File: config.mk
export PLATFORM = sky130hd
export DESIGN_NAME = norm_round_pipe
export DESIGN_NICKNAME = d
export VERILOG_FILES = /design/src/rtl/norm_round_pipe_pkg.sv /design/src/rtl/norm_round_pipe_lzc.sv /design/src/rtl/norm_round_pipe.sv
export SDC_FILE = /design/constraint.sdc
export NUM_CORES = 1
export LEC_CHECK = 0
export ABC_AREA = 0
export CAP_MARGIN = 20
export CORE_MARGIN = 2
export CORE_UTILIZATION = 40
export CTS_CLUSTER_DIAMETER = 200
export CTS_CLUSTER_SIZE = 20
export DETAILED_ROUTE_END_ITERATION = 12
export PLACE_DENSITY_LB_ADDON = 0.12
export SYNTH_ARGS = -nofsm -noshare
export SYNTH_HDL_FRONTEND = slang
export SYNTH_SLANG_ARGS = --single-unit
File: constraint.sdc
create_clock -name clk -period 4.6 [get_ports clk]
set_input_delay 0.69 -clock clk [delete_from_list [all_inputs] [get_ports clk]]
set_output_delay 0.69 -clock clk [all_outputs]
set_load 0.01 [all_outputs]
File: src/rtl/norm_round_pipe_pkg.sv
// Shared types and defaults for the normalise/round pipeline.
package norm_pkg;

   localparam int unsigned FRAC_W_DEF = 23;
   localparam int unsigned EXP_W_DEF  = 8;
   localparam int unsigned GRS_W      = 3;

   typedef enum logic [1:0] {
      RM_RNE = 2'b00,
      RM_RTZ = 2'b01,
      RM_POS = 2'b10,
      RM_NEG = 2'b11
   } round_mode_e;

   // Round-up decision from mode, sign, result lsb and {G,R,S}.
   function automatic logic round_inc(input round_mode_e mode,
                                      input logic sign,
                                      input logic lsb,
                                      input logic [GRS_W-1:0] grs);
      logic inexact;
      inexact = |grs;
      case (mode)
         RM_RNE:  round_inc = grs[2] & (grs[1] | grs[0] | lsb);
         RM_POS:  round_inc = ~sign & inexact;
         RM_NEG:  round_inc = sign & inexact;
         default: round_inc = 1'b0;
      endcase
   endfunction

endpackage

File: src/rtl/norm_round_pipe_lzc.sv
// Leading-zero counter: count of zeros above the highest set bit.
module lzc #(
   parameter int unsigned W     = 27,
   parameter int unsigned CNT_W = $clog2(W + 1)
) (
   input  logic [W-1:0]     data_i,
   output logic [CNT_W-1:0] count_o,
   output logic             all_zero_o
);

   // Scan upward so the highest set bit wins; all-zero reports W.
   always_comb begin
      count_o    = CNT_W'(W);
      all_zero_o = 1'b1;
      for (int unsigned i = 0; i < W; i++) begin
         if (data_i[i]) begin
            count_o    = CNT_W'(W - 1 - i);
            all_zero_o = 1'b0;
         end
      end
   end

endmodule

File: src/rtl/norm_round_pipe.sv
// Two-stage normalise (stage 1) and round/finalise (stage 2) pipeline
// with a valid/ready handshake on both sides.
module norm_round_pipe
   import norm_pkg::*;
#(
   parameter int unsigned FRAC_W = FRAC_W_DEF,
   parameter int unsigned EXP_W  = EXP_W_DEF
) (
   input  logic              clk,
   input  logic              rst_n,
   input  logic              in_valid,
   output logic              in_ready,
   input  logic [FRAC_W+4:0] in_mant,
   input  logic [EXP_W-1:0]  in_exp,
   input  logic              in_sign,
   input  logic [1:0]        in_mode,
   output logic              out_valid,
   input  logic              out_ready,
   output logic [FRAC_W:0]   out_mant,
   output logic [EXP_W-1:0]  out_exp,
   output logic              out_sign,
   output logic              out_ovf,
   output logic              out_unf,
   output logic              out_zero
);

   localparam int unsigned MW    = FRAC_W + 5;       // carry + hidden + frac + GRS
   localparam int unsigned BW    = FRAC_W + 4;       // without carry
   localparam int unsigned CNT_W = $clog2(BW + 1);
   localparam int unsigned XW    = EXP_W + 2;        // room for sign and carry
   localparam logic [XW-1:0] EXP_MAX = XW'((1 << EXP_W) - 1);

   logic en1, en2;

   // Stage 1 registers
   logic              s1_valid_q;
   logic [FRAC_W:0]   s1_mant_q, s1_mant_d;
   logic [GRS_W-1:0]  s1_grs_q,  s1_grs_d;
   logic [EXP_W:0]    s1_exp_q,  s1_exp_d;
   logic              s1_sign_q;
   round_mode_e       s1_mode_q;
   logic              s1_zero_q, s1_zero_d;
   logic              s1_unf_q,  s1_unf_d;

   // Stage 2 (output) registers
   logic              out_valid_q;
   logic [FRAC_W:0]   out_mant_q, out_mant_d;
   logic [EXP_W-1:0]  out_exp_q,  out_exp_d;
   logic              out_sign_q;
   logic              out_ovf_q,  out_ovf_d;
   logic              out_unf_q,  out_unf_d;
   logic              out_zero_q, out_zero_d;

   logic [CNT_W-1:0]  lz_cnt;
   logic              lz_zero;
   logic [BW-1:0]     shifted;
   logic [XW-1:0]     diff;
   logic              inc;
   logic [FRAC_W+1:0] sum;
   logic [XW-1:0]     exp_r;

   assign en2       = ~out_valid_q | out_ready;
   assign en1       = ~s1_valid_q | en2;
   assign in_ready  = en1;
   assign out_valid = out_valid_q;
   assign out_mant  = out_mant_q;
   assign out_exp   = out_exp_q;
   assign out_sign  = out_sign_q;
   assign out_ovf   = out_ovf_q;
   assign out_unf   = out_unf_q;
   assign out_zero  = out_zero_q;

   lzc #(.W(BW), .CNT_W(CNT_W)) u_lzc (
      .data_i     (in_mant[BW-1:0]),
      .count_o    (lz_cnt),
      .all_zero_o (lz_zero)
   );

   // Stage 1: carry shift-right, or left-normalise with underflow flush.
   always_comb begin
      s1_mant_d = '0;
      s1_grs_d  = '0;
      s1_exp_d  = '0;
      s1_zero_d = 1'b0;
      s1_unf_d  = 1'b0;
      shifted   = in_mant[BW-1:0] << lz_cnt;
      diff      = {2'b00, in_exp} - XW'(lz_cnt);
      if (in_mant[MW-1]) begin
         s1_mant_d = in_mant[MW-1:GRS_W+1];
         s1_grs_d  = {in_mant[GRS_W], in_mant[2], in_mant[1] | in_mant[0]};
         s1_exp_d  = {1'b0, in_exp} + (EXP_W+1)'(1);
      end else if (lz_zero) begin
         s1_zero_d = 1'b1;
      end else if (diff[XW-1] || diff == '0) begin
         s1_zero_d = 1'b1;
         s1_unf_d  = 1'b1;
      end else begin
         s1_mant_d = shifted[BW-1:GRS_W];
         s1_grs_d  = shifted[GRS_W-1:0];
         s1_exp_d  = diff[EXP_W:0];
      end
   end

   // Stage 1 register: loads whenever stage 2 can drain it.
   always_ff @(posedge clk or negedge rst_n) begin
      if (!rst_n) begin
         s1_valid_q <= 1'b0;
         s1_mant_q  <= '0;
         s1_grs_q   <= '0;
         s1_exp_q   <= '0;
         s1_sign_q  <= 1'b0;
         s1_mode_q  <= RM_RNE;
         s1_zero_q  <= 1'b0;
         s1_unf_q   <= 1'b0;
      end else if (en1) begin
         s1_valid_q <= in_valid;
         if (in_valid) begin
            s1_mant_q <= s1_mant_d;
            s1_grs_q  <= s1_grs_d;
            s1_exp_q  <= s1_exp_d;
            s1_sign_q <= in_sign;
            s1_mode_q <= round_mode_e'(in_mode);
            s1_zero_q <= s1_zero_d;
            s1_unf_q  <= s1_unf_d;
         end
      end
   end

   // Stage 2: round, renormalise on carry-out, saturate on overflow.
   always_comb begin
      inc        = round_inc(s1_mode_q, s1_sign_q, s1_mant_q[0], s1_grs_q);
      sum        = {1'b0, s1_mant_q} + (FRAC_W+2)'(inc);
      exp_r      = {1'b0, s1_exp_q} + XW'(sum[FRAC_W+1]);
      out_mant_d = sum[FRAC_W+1] ? sum[FRAC_W+1:1] : sum[FRAC_W:0];
      out_exp_d  = exp_r[EXP_W-1:0];
      out_ovf_d  = 1'b0;
      out_unf_d  = 1'b0;
      out_zero_d = 1'b0;
      if (s1_zero_q) begin
         out_mant_d = '0;
         out_exp_d  = '0;
         out_zero_d = 1'b1;
         out_unf_d  = s1_unf_q;
      end else if (exp_r >= EXP_MAX) begin
         out_mant_d = '0;
         out_exp_d  = '1;
         out_ovf_d  = 1'b1;
      end
   end

   // Output register: holds while the consumer stalls.
   always_ff @(posedge clk or negedge rst_n) begin
      if (!rst_n) begin
         out_valid_q <= 1'b0;
         out_mant_q  <= '0;
         out_exp_q   <= '0;
         out_sign_q  <= 1'b0;
         out_ovf_q   <= 1'b0;
         out_unf_q   <= 1'b0;
         out_zero_q  <= 1'b0;
      end else if (en2) begin
         out_valid_q <= s1_valid_q;
         if (s1_valid_q) begin
            out_mant_q <= out_mant_d;
            out_exp_q  <= out_exp_d;
            out_sign_q <= s1_sign_q;
            out_ovf_q  <= out_ovf_d;
            out_unf_q  <= out_unf_d;
            out_zero_q <= out_zero_d;
         end
      end
   end

endmodule

==> out/metrics.csv <==
stage;metric;value;unit
sta;hold_ws;181;ps
run;max-cap viol count;0;
sta;Slew @ Worst Pin;816;ps
synthesis;#FFs+latches synth;79;
synthesis;Avg Synthesized Cell Area;8.50;sq um
synthesis;commonest register cell after synthesis;dfrtp_1;
layout;diode count;0;
synthesis;Yosys warning total;0;
drt;DRC errors left;0;
global_route;first-pass GRT wire length;30100;um
critical_path;Data arrival, critical path;4600;ps
critical_path;Reg2Reg Setup Slack;300;ps
global_route;antenna violations before repair;0;
die;Die X-Extent;125;um
drt;Wirelength per Cell;18.8;um
cts;clock root buffer;clkbuf_16;
global_route;global route overflow;0;
synthesis;EDFF count, synth;0;
placed_design;DP HPWL;14200;um
critical_path;endpoint class of the critical path;flop;
critical_path;cells along the critical path;clkdlybuf4s50_1 > or3_4 > or4_4 > o211ai_4 > inv_2 > ha_1 > inv_1 > fa_1 > nor3b_2 > o21ai_1 > o41ai_2 > buf_4 > a21oi_4 > and2_1 > a221o_1 > o21ai_0 > a21oi_1;
critical_path;CP Buf/Inv Count;4;
synthesis;post-synthesis sequential area ratio;0.337;
die;die area;15600;sq um
drt;post-DR vias/cell;5.72;
die;core area;14400;sq um
synthesis;Netlist cell types;69;
cts;TritonCTS Sinks;79;
synthesis;FFs w/ async S/R, synth;1.00;
drt;Iter 0 DRT Violations;522;
drt;Antenna Nets Post-Route;0;
layout;commonest non-fill, non-tap cell in the layout;nand2_1;
drt;wl on met1;9080;um
critical_path;Max stage delay cell, worst path;or4_4;
global_route;largest net degree at the start of global routing;80;
critical_path;Req. time, crit path;4820;ps
cts;total CTS buffers;9;
synthesis;Mapped Area;5860;sq um
sta;Setup violations, final;0;
placed_design;gp weighted congestion;0.899;
pwr;PD cells;335;nW/um^2
cts;Clock Path Buffers;2;
synthesis;Yosys top cell by area;dfrtp_1;
cts;CTS tree;built;
critical_path;CP Max Fanout;8;
sta;slew margin rel.;0.456;
sta;final worst-path cycle share;0.953;
layout;final instance area;7700;sq um
sta;Fin. Hold Viols;0;
synthesis;Mapped Cells;690;
drt;uppermost layer routed;met4;
die;Die Y;125;um
drt;DR vias;5747;
critical_path;CP startpoint kind;primary input;
placed_design;Placement Cell Area;7170;sq um
sta;Period minus WS final;4380;ps
critical_path;slowest stage delay, CP;540;ps
cts;CTS Hold Bufs;0;
placed_design;Port Buffers;80;
layout;share of cells above drive strength 1;0.161;
drt;met3 wire length;806;um
cts;H-tree depth;3;
layout;Synth-to-Final Area Change;31.3;%
sta;Clock Skews;5.64;ps
critical_path;Crit path max-delay family;simple AND/OR/NAND/NOR gates;
global_route;GRT Total Usage;0.237;
status;outcome;completed;
synthesis;most area-consuming cells after synthesis;dfrtp_1 (34%), mux2i_1 (8.4%), nand2_1 (5.6%);
drt;drt pass-1 iters;9;
synthesis;syn nets;744;
drt;Post-Route WL;18900;um
synthesis;Synth top area share;0.337;
die;Rows;44;
layout;nets;871;
critical_path;CP Class;in -> reg;
min_path;hold crit path type;in -> async;
pwr;VDD IR max;0.181;mV
cts;CTS clock-pin slew for the worst setup and hold paths;60;ps
global_route;vias in the first global route;5543;
sta;max-slew violations;0;
sta;Max Clk Rate;228;MHz
cts;Skew-Pair Late Insertion Delay;340;ps
drt;met2 WL post-DR;8620;um
pwr;leakage;3.36;nW
pwr;Power, Total;2.57;mW
die;Starting Density;0.406;
layout;most frequent cells in the layout;nand2_1 (87), dfrtp_1 (79), clkdlybuf4s50_1 (78);
die;IO Pins;81;
area by class of cell:
cell class	instances	area (sq um)
Inverter	17	63.8
Clock inverter	4	95.1
Tap cell	184	230
Sequential cell	79	1980
Fill cell	1379	6730
Multi-Input combinational cell	558	3720
Timing Repair Buffer	152	1370
Clock buffer	10	239
report_power, final:
| group | total, mW | internal [mW] | switching (mW) |
|---|---|---|---|
| clock | 0.815 | 0.538 | 0.277 |
| sequential | 0.946 | 0.825 | 0.121 |
| combinational | 0.814 | 0.412 | 0.402 |
metrics by stage:
step | worst slack (ps) | setup TNS (ps) | util | cells
after floorplan | 67.3 | 0 | - | 690
after global placement | -235 | -2550 | 0.497 | 985
after detailed placement | -320 | -9540 | 0.497 | 985
after CTS | 2.45 | 0 | 0.521 | 999
after global routing | -46.0 | -388 | 0.534 | 1004
final | 217 | 0 | 0.534 | 1004
metal layers:
metal | vias up | GRT usage
met5 | - | 0
met4 | 0 | 0.0804
met3 | 22 | 0.0300
met2 | 166 | 0.372
met1 | 2766 | 0.340
li1 | 2793 | -
state kept, by name, indices dropped and copies added (netlist names), 2 cells and up:
| register | cells |
|---|---|
| out_mant | 24 |
| s1_mant_q | 24 |
| s1_exp_q | 9 |
| out_exp | 8 |
| s1_grs_q | 3 |
| s1_mode_q | 2 |
worst paths after layout:
check / from / to / depth (start not counted)
max in group asynchronous: rst_n / s1_mode_q[0]$_DFFE_PN0P_ / 2
worst min-delay path: rst_n / out_exp[6]$_DFFE_PN0P_ / 1
min in group clk: out_mant[23]$_DFFE_PN0P_ / out_mant[23]$_DFFE_PN0P_ / 2
worst max register to register: s1_sign_q$_DFFE_PN0P_ / out_mant[16]$_DFFE_PN0P_ / 21
worst max-delay path: in_mant[15] / s1_mant_q[20]$_DFFE_PN0P_ / 17
worst min register to register: out_mant[23]$_DFFE_PN0P_ / out_mant[23]$_DFFE_PN0P_ / 2
cells in the mapped netlist, drive strengths merged (4+ instances only):
cell    instances
nand3          27
nor2b           6
o21a            5
a211oi         10
nor4           12
o31ai           9
o22ai           8
a21o           10
nand2          87
ha             10
or3             4
xor2           21
xnor2          10
clkbuf         27
a21oi          38
mux2           10
nand2b         12
and3           13
buf            10
a221o           4
o21ai          32
a31oi          12
and2            8
nor2           74
o41ai           4
nor3           11
a211o           5
inv            17
a221oi         11
o211ai         11
nand4           8
dfrtp          79
mux2i          49
logic make-up after synthesis:
| kind of cell | share of synthesized area |
|---|---|
| AND/OR/NAND/NOR | 0.219 |
| AO/OA/AOI/OAI | 0.220 |
| flip-flops | 0.337 |
| multiplexers | 0.103 |
| buffers and inverters | 0.0502 |
| XOR/XNOR | 0.0463 |
| adder cells (fa/ha/maj) | 0.0248 |
what timing repair did:
| action | 4_1_cts | 5_1_grt |
|---|---|---|
| pin swaps | 0 | 8 |
| setup endpoints to repair | 20 | 57 |
| gates resized for setup | 3 | 26 |
| cloned | 0 | 1 |
| buffers inserted | 0 | 3 |
Power figures use the tool's default switching activity.
